==> src/rtl/alu_seq_divider.sv <==
// Iterative unsigned restoring divider: one quotient bit per clock behind a start/busy/done handshake.
// Quotient, remainder and dbz are held between operations for the ALU result mux.
module alu_seq_divider #(
  parameter int N = 4
) (
  input  logic         clk,
  input  logic         rst,
  input  logic         start,
  input  logic [N-1:0] dividend,
  input  logic [N-1:0] divisor,
  output logic         busy,
  output logic         done,
  output logic [N-1:0] quotient,
  output logic [N-1:0] remainder,
  output logic         dbz
);

  localparam int CW = $clog2(N + 1);

  localparam logic [1:0] S_IDLE = 2'd0;
  localparam logic [1:0] S_RUN  = 2'd1;
  localparam logic [1:0] S_DONE = 2'd2;

  logic [1:0]    state_q, state_d;
  logic [CW-1:0] cnt_q, cnt_d;
  logic [N-1:0]  prem_q, prem_d;
  logic [N-1:0]  wq_q, wq_d;
  logic [N-1:0]  b_q, b_d;
  logic [N-1:0]  quo_q, quo_d;
  logic [N-1:0]  rem_q, rem_d;
  logic          dbz_q, dbz_d;
  logic          busy_q, busy_d;
  logic          done_q, done_d;

  logic [N:0]    shifted;
  logic [N:0]    trial;
  logic          neg;
  logic [N-1:0]  prem_next;
  logic [N-1:0]  wq_next;

  // One restoring step. shifted < 2b, so trial lies in [-b, b-1] and its
  // N+1-bit two's-complement sign bit is exact.
  always_comb begin
    shifted   = {prem_q, wq_q[N-1]};
    trial     = shifted - {1'b0, b_q};
    neg       = trial[N];
    prem_next = neg ? shifted[N-1:0] : trial[N-1:0];
    wq_next   = {wq_q[N-2:0], ~neg};
  end

  always_comb begin
    state_d = state_q;
    cnt_d   = cnt_q;
    prem_d  = prem_q;
    wq_d    = wq_q;
    b_d     = b_q;
    quo_d   = quo_q;
    rem_d   = rem_q;
    dbz_d   = dbz_q;
    case (state_q)
      S_IDLE: begin
        if (start) begin
          if (divisor != '0) begin
            b_d     = divisor;
            wq_d    = dividend;
            prem_d  = '0;
            cnt_d   = CW'(N);
            state_d = S_RUN;
          end else begin
            quo_d   = '1;
            rem_d   = dividend;
            dbz_d   = 1'b1;
            state_d = S_DONE;
          end
        end
      end
      S_RUN: begin
        prem_d = prem_next;
        wq_d   = wq_next;
        cnt_d  = cnt_q - CW'(1);
        // Last iteration publishes straight from the step logic so done
        // lines up with the final quotient bit.
        if (cnt_q == CW'(1)) begin
          quo_d   = wq_next;
          rem_d   = prem_next;
          dbz_d   = 1'b0;
          state_d = S_DONE;
        end
      end
      S_DONE:  state_d = S_IDLE;
      default: state_d = S_IDLE;
    endcase
    busy_d = (state_d != S_IDLE);
    done_d = (state_d == S_DONE);
  end

  always_ff @(posedge clk) begin
    if (rst) begin
      state_q <= S_IDLE;
      cnt_q   <= '0;
      prem_q  <= '0;
      wq_q    <= '0;
      b_q     <= '0;
      quo_q   <= '0;
      rem_q   <= '0;
      dbz_q   <= 1'b0;
      busy_q  <= 1'b0;
      done_q  <= 1'b0;
    end else begin
      state_q <= state_d;
      cnt_q   <= cnt_d;
      prem_q  <= prem_d;
      wq_q    <= wq_d;
      b_q     <= b_d;
      quo_q   <= quo_d;
      rem_q   <= rem_d;
      dbz_q   <= dbz_d;
      busy_q  <= busy_d;
      done_q  <= done_d;
    end
  end

  assign busy      = busy_q;
  assign done      = done_q;
  assign quotient  = quo_q;
  assign remainder = rem_q;
  assign dbz       = dbz_q;

endmodule

==> config.mk <==
export PLATFORM = sky130hd
export DESIGN_NAME = alu_seq_divider
export DESIGN_NICKNAME = d
export VERILOG_FILES = /design/src/rtl/alu_seq_divider.sv
export SDC_FILE = /design/constraint.sdc
export NUM_CORES = 1
export LEC_CHECK = 0
export ABC_CLOCK_PERIOD_IN_PS = 3900
export BUFFER_PORTS_ARGS = -buffer_cell sky130_fd_sc_hd__clkbuf_2
export CAP_MARGIN = 20
export CORE_MARGIN = 4
export CORE_UTILIZATION = 36
export CTS_CLUSTER_DIAMETER = 50
export DETAILED_ROUTE_END_ITERATION = 8
export GPL_TIMING_DRIVEN = 0
export MAX_ROUTING_LAYER = met4
export PLACE_DENSITY_LB_ADDON = 0.08
export SKIP_CTS_REPAIR_TIMING = 1
export SKIP_LAST_GASP = 1
export SYNTH_ARGS = -nofsm -noshare
export SYNTH_HDL_FRONTEND = slang
export SYNTH_SLANG_ARGS = --single-unit
==> constraint.sdc <==
create_clock -name clk -period 3.9 [get_ports clk]
set_clock_uncertainty 0.15 [all_clocks]
set_input_delay 0.39 -clock clk [delete_from_list [all_inputs] [get_ports clk]]
set_output_delay 0.39 -clock clk [all_outputs]
set_load 0.02 [all_outputs]
==> impl_metrics.toml <==
[die]
die_w_um = 70.3
dieArea_mm2 = 0.00494
die_h_um = 70.3
coreArea_mm2 = 0.00372
initial_core_util_pct = 37.6
io_pins = 22
row_count = 22

[cts]
cts_max_level = 1
insertion_delay_ps = 280
cts_buffers = 3
cts_tree = "yes"
cts_root_buf = "clkbuf_8"
clock-sinks = 28
clkSlewWorstSetupHoldPaths_ps = 100
cts_buffer_depth = 2

[final_layout]
fill_cells = 389
drive_above_1_share_pct = 26.6
final_common_cell = "nor2_1"
final_cell_mix = "nor2_1 (31), dfxtp_1 (28), clkbuf_2 (20)"
fin_nets = 196
area_growth_pct = 16.6
diodes = 0

[route]
wl_mm = 2.91
firstDrtPassIters = 4
initialDrtViolationCount = 79
vias = 1097
viasPerCell = 4.88
wire_per_inst_um = 12.9
drtAntennaViolNets = 0
detail_route.drc_violations = 0

[setup_path]
path_cells = "inv_1 -> ha_1 -> fa_1 -> nand2b_1 -> a21oi_4 -> xor2_4 -> mux2_2 -> a311oi_1"
end_kind = "flop"
slowest_delay_ps = 400
path_class = "reg -> reg"
path_max_fanout = 7
r2r_slack_ps = 1360
r2r_end = "remainder[2]"
cp_slowest_cell = "mux2_2"
start_kind = "flop"
r2r-start = "wq_q[3]"
r2r_cells = 8
cp.required_ps = 3950
cp.arrival_ps = 2580

[placement]
dpl_worst_slack_ps = 1390
place.detailed.hpwl_mm = 2.21
io_buffers = 20
gp_congestion = 0.705

[sta]
worst_slew_pin_slew_ps = 594
setup_viol = 0
setup_slack_ps = 1360
period_needed_ps = 2540
min_period_over_period_pct = 65.0
rsz0062_at_grt = "false"
hold_ws_ps = 230
maxSlewViolCount = 0
relSlewSlack_pct = 60.4
timing.fmax_mhz = 394
setup_tns_ps = 0
finalHoldViolCount = 0

[run]
maxCapViolCount = 0

[grt]
grt-ovfl-total = 0
grt_max_degree = 17
grt_pass1_wl_mm = 5.21
antenna_found_initial = 0
grt_pass1_vias = 1098
track_usage_pct = 13.2

[hold_path]
whs_path_depth = 3
hold_end = "wq_q[3]"
worstHoldPathType = "in -> reg"
hp-start = "dividend[3]"

[synth]
synth-main-ff-cell = "dfxtp_1"
ys_ff_latch = 28
avgSynthCellArea_um2 = 9.13
async_flop_share_pct = 0
synth.distinct_cells = 38
synth_nets = 171
ys_seq_area_share_pct = 40.1
synth_warnings = 0
synth_edf_count = 0
synth_area_mm2 = 0.00140
syn_inst = 153

[power]
vdd_drop_max_uv = 173
power_w = 0.000717
power_leakage_nw = 0.666
power.density_mw_per_mm2 = 441

[run_status]
outcome = "finished, final reports clean"
## cell families after synthesis
group | Yosys count | synth area share, %
and+or+nand+nor | 65 | 22.1
AOI/OAI and AO/OA | 29 | 18.4
DFF | 28 | 40.1
buffers and inverters | 15 | 4.84
muxes | 7 | 5.11
adders and majority gates | 7 | 6.81
xor gates and xnor gates | 2 | 2.60
## cells in the mapped netlist, types with 2 or more instances
cell | instances | area share, %
a211oi_1 | 3 | 1.6
ha_1 | 6 | 5.4
inv_1 | 7 | 1.9
a21oi_4 | 2 | 2.3
nor2_2 | 3 | 1.3
nor3_2 | 3 | 2.2
a311oi_2 | 2 | 2.2
nand2b_1 | 4 | 1.8
a211oi_2 | 2 | 1.8
dfxtp_1 | 28 | 40
buf_2 | 3 | 1.1
nor2_1 | 31 | 8.3
mux2i_1 | 6 | 4.3
a311oi_1 | 5 | 3.1
nand2_1 | 16 | 4.3
a31oi_1 | 2 | 0.90
a21oi_1 | 7 | 2.5
clkbuf_1 | 3 | 0.81
## per-layer routing
metal	up-vias	wire (µm)	global-route usage, %
met3	4	123	2.88
met2	20	1300	20.2
met1	501	1470	17.7
li1	572	-	-
met4	0	19	3.40
met5	-	0	-
## cell type report
| type | count | area, µm² | share of cell area [%] |
|---|---|---|---|
| multi-input combinational | 110 | 768 | 47.2 |
| sequential | 28 | 561 | 34.4 |
| timing repair buffer | 20 | 100 | 6.15 |
| tap | 48 | 60.1 | 3.69 |
| clock buffer | 3 | 41.3 | 2.54 |
| buffer | 7 | 37.5 | 2.31 |
| clock inverter | 1 | 30.0 | 1.84 |
| inverter | 8 | 30.0 | 1.84 |
## worst max-delay path, delay by kind of cell (launching register included)
family | cells | cell delay (ps)
adders and majority gates | 2 | 610
muxes | 1 | 400
AOI/OAI and AO/OA | 2 | 390
DFF | 1 | 350
xor gates and xnor gates | 1 | 300
and+or+nand+nor | 1 | 210
buffers and inverters | 1 | 60
## power breakdown
group          switching, W  total, W  internal (W)
clock network     0.0000947  0.000232      0.000138
logic             0.0000966  0.000160     0.0000635
registers         0.0000162  0.000325      0.000309
## sequential cells by signal (all words and copies together) (netlist names)
| register | flops |
|---|---|
| b_q | 4 |
| prem_q | 4 |
| quotient | 4 |
| remainder | 4 |
| wq_q | 4 |
| cnt_q | 3 |
| state_q | 2 |
| busy | 1 |
| dbz | 1 |
| done | 1 |
## through the flow
stage / cell area (µm²) / instances / utilization [%]
after floorplan: 1400 / 153 / -
after global placement: 1560 / 221 / 41.9
after detailed placement: 1560 / 221 / 41.9
after CTS: 1630 / 225 / 43.8
after global routing: 1630 / 225 / 43.8
final: 1630 / 225 / 43.8
## worst max path at each step
stage                     startpoint            to  slack (ps)  cells after the start
after floorplan              wq_q[3]  remainder[2]        1590                      8
after global placement       wq_q[3]  remainder[2]        1380                      8
after detailed placement     wq_q[3]  remainder[2]        1390                      8
after CTS                    wq_q[3]  remainder[2]        1350                      8
after global routing         wq_q[3]  remainder[2]        1230                      8
final                        wq_q[3]  remainder[2]        1360                      8
Note: power is estimated with default switching activity, not from simulation.
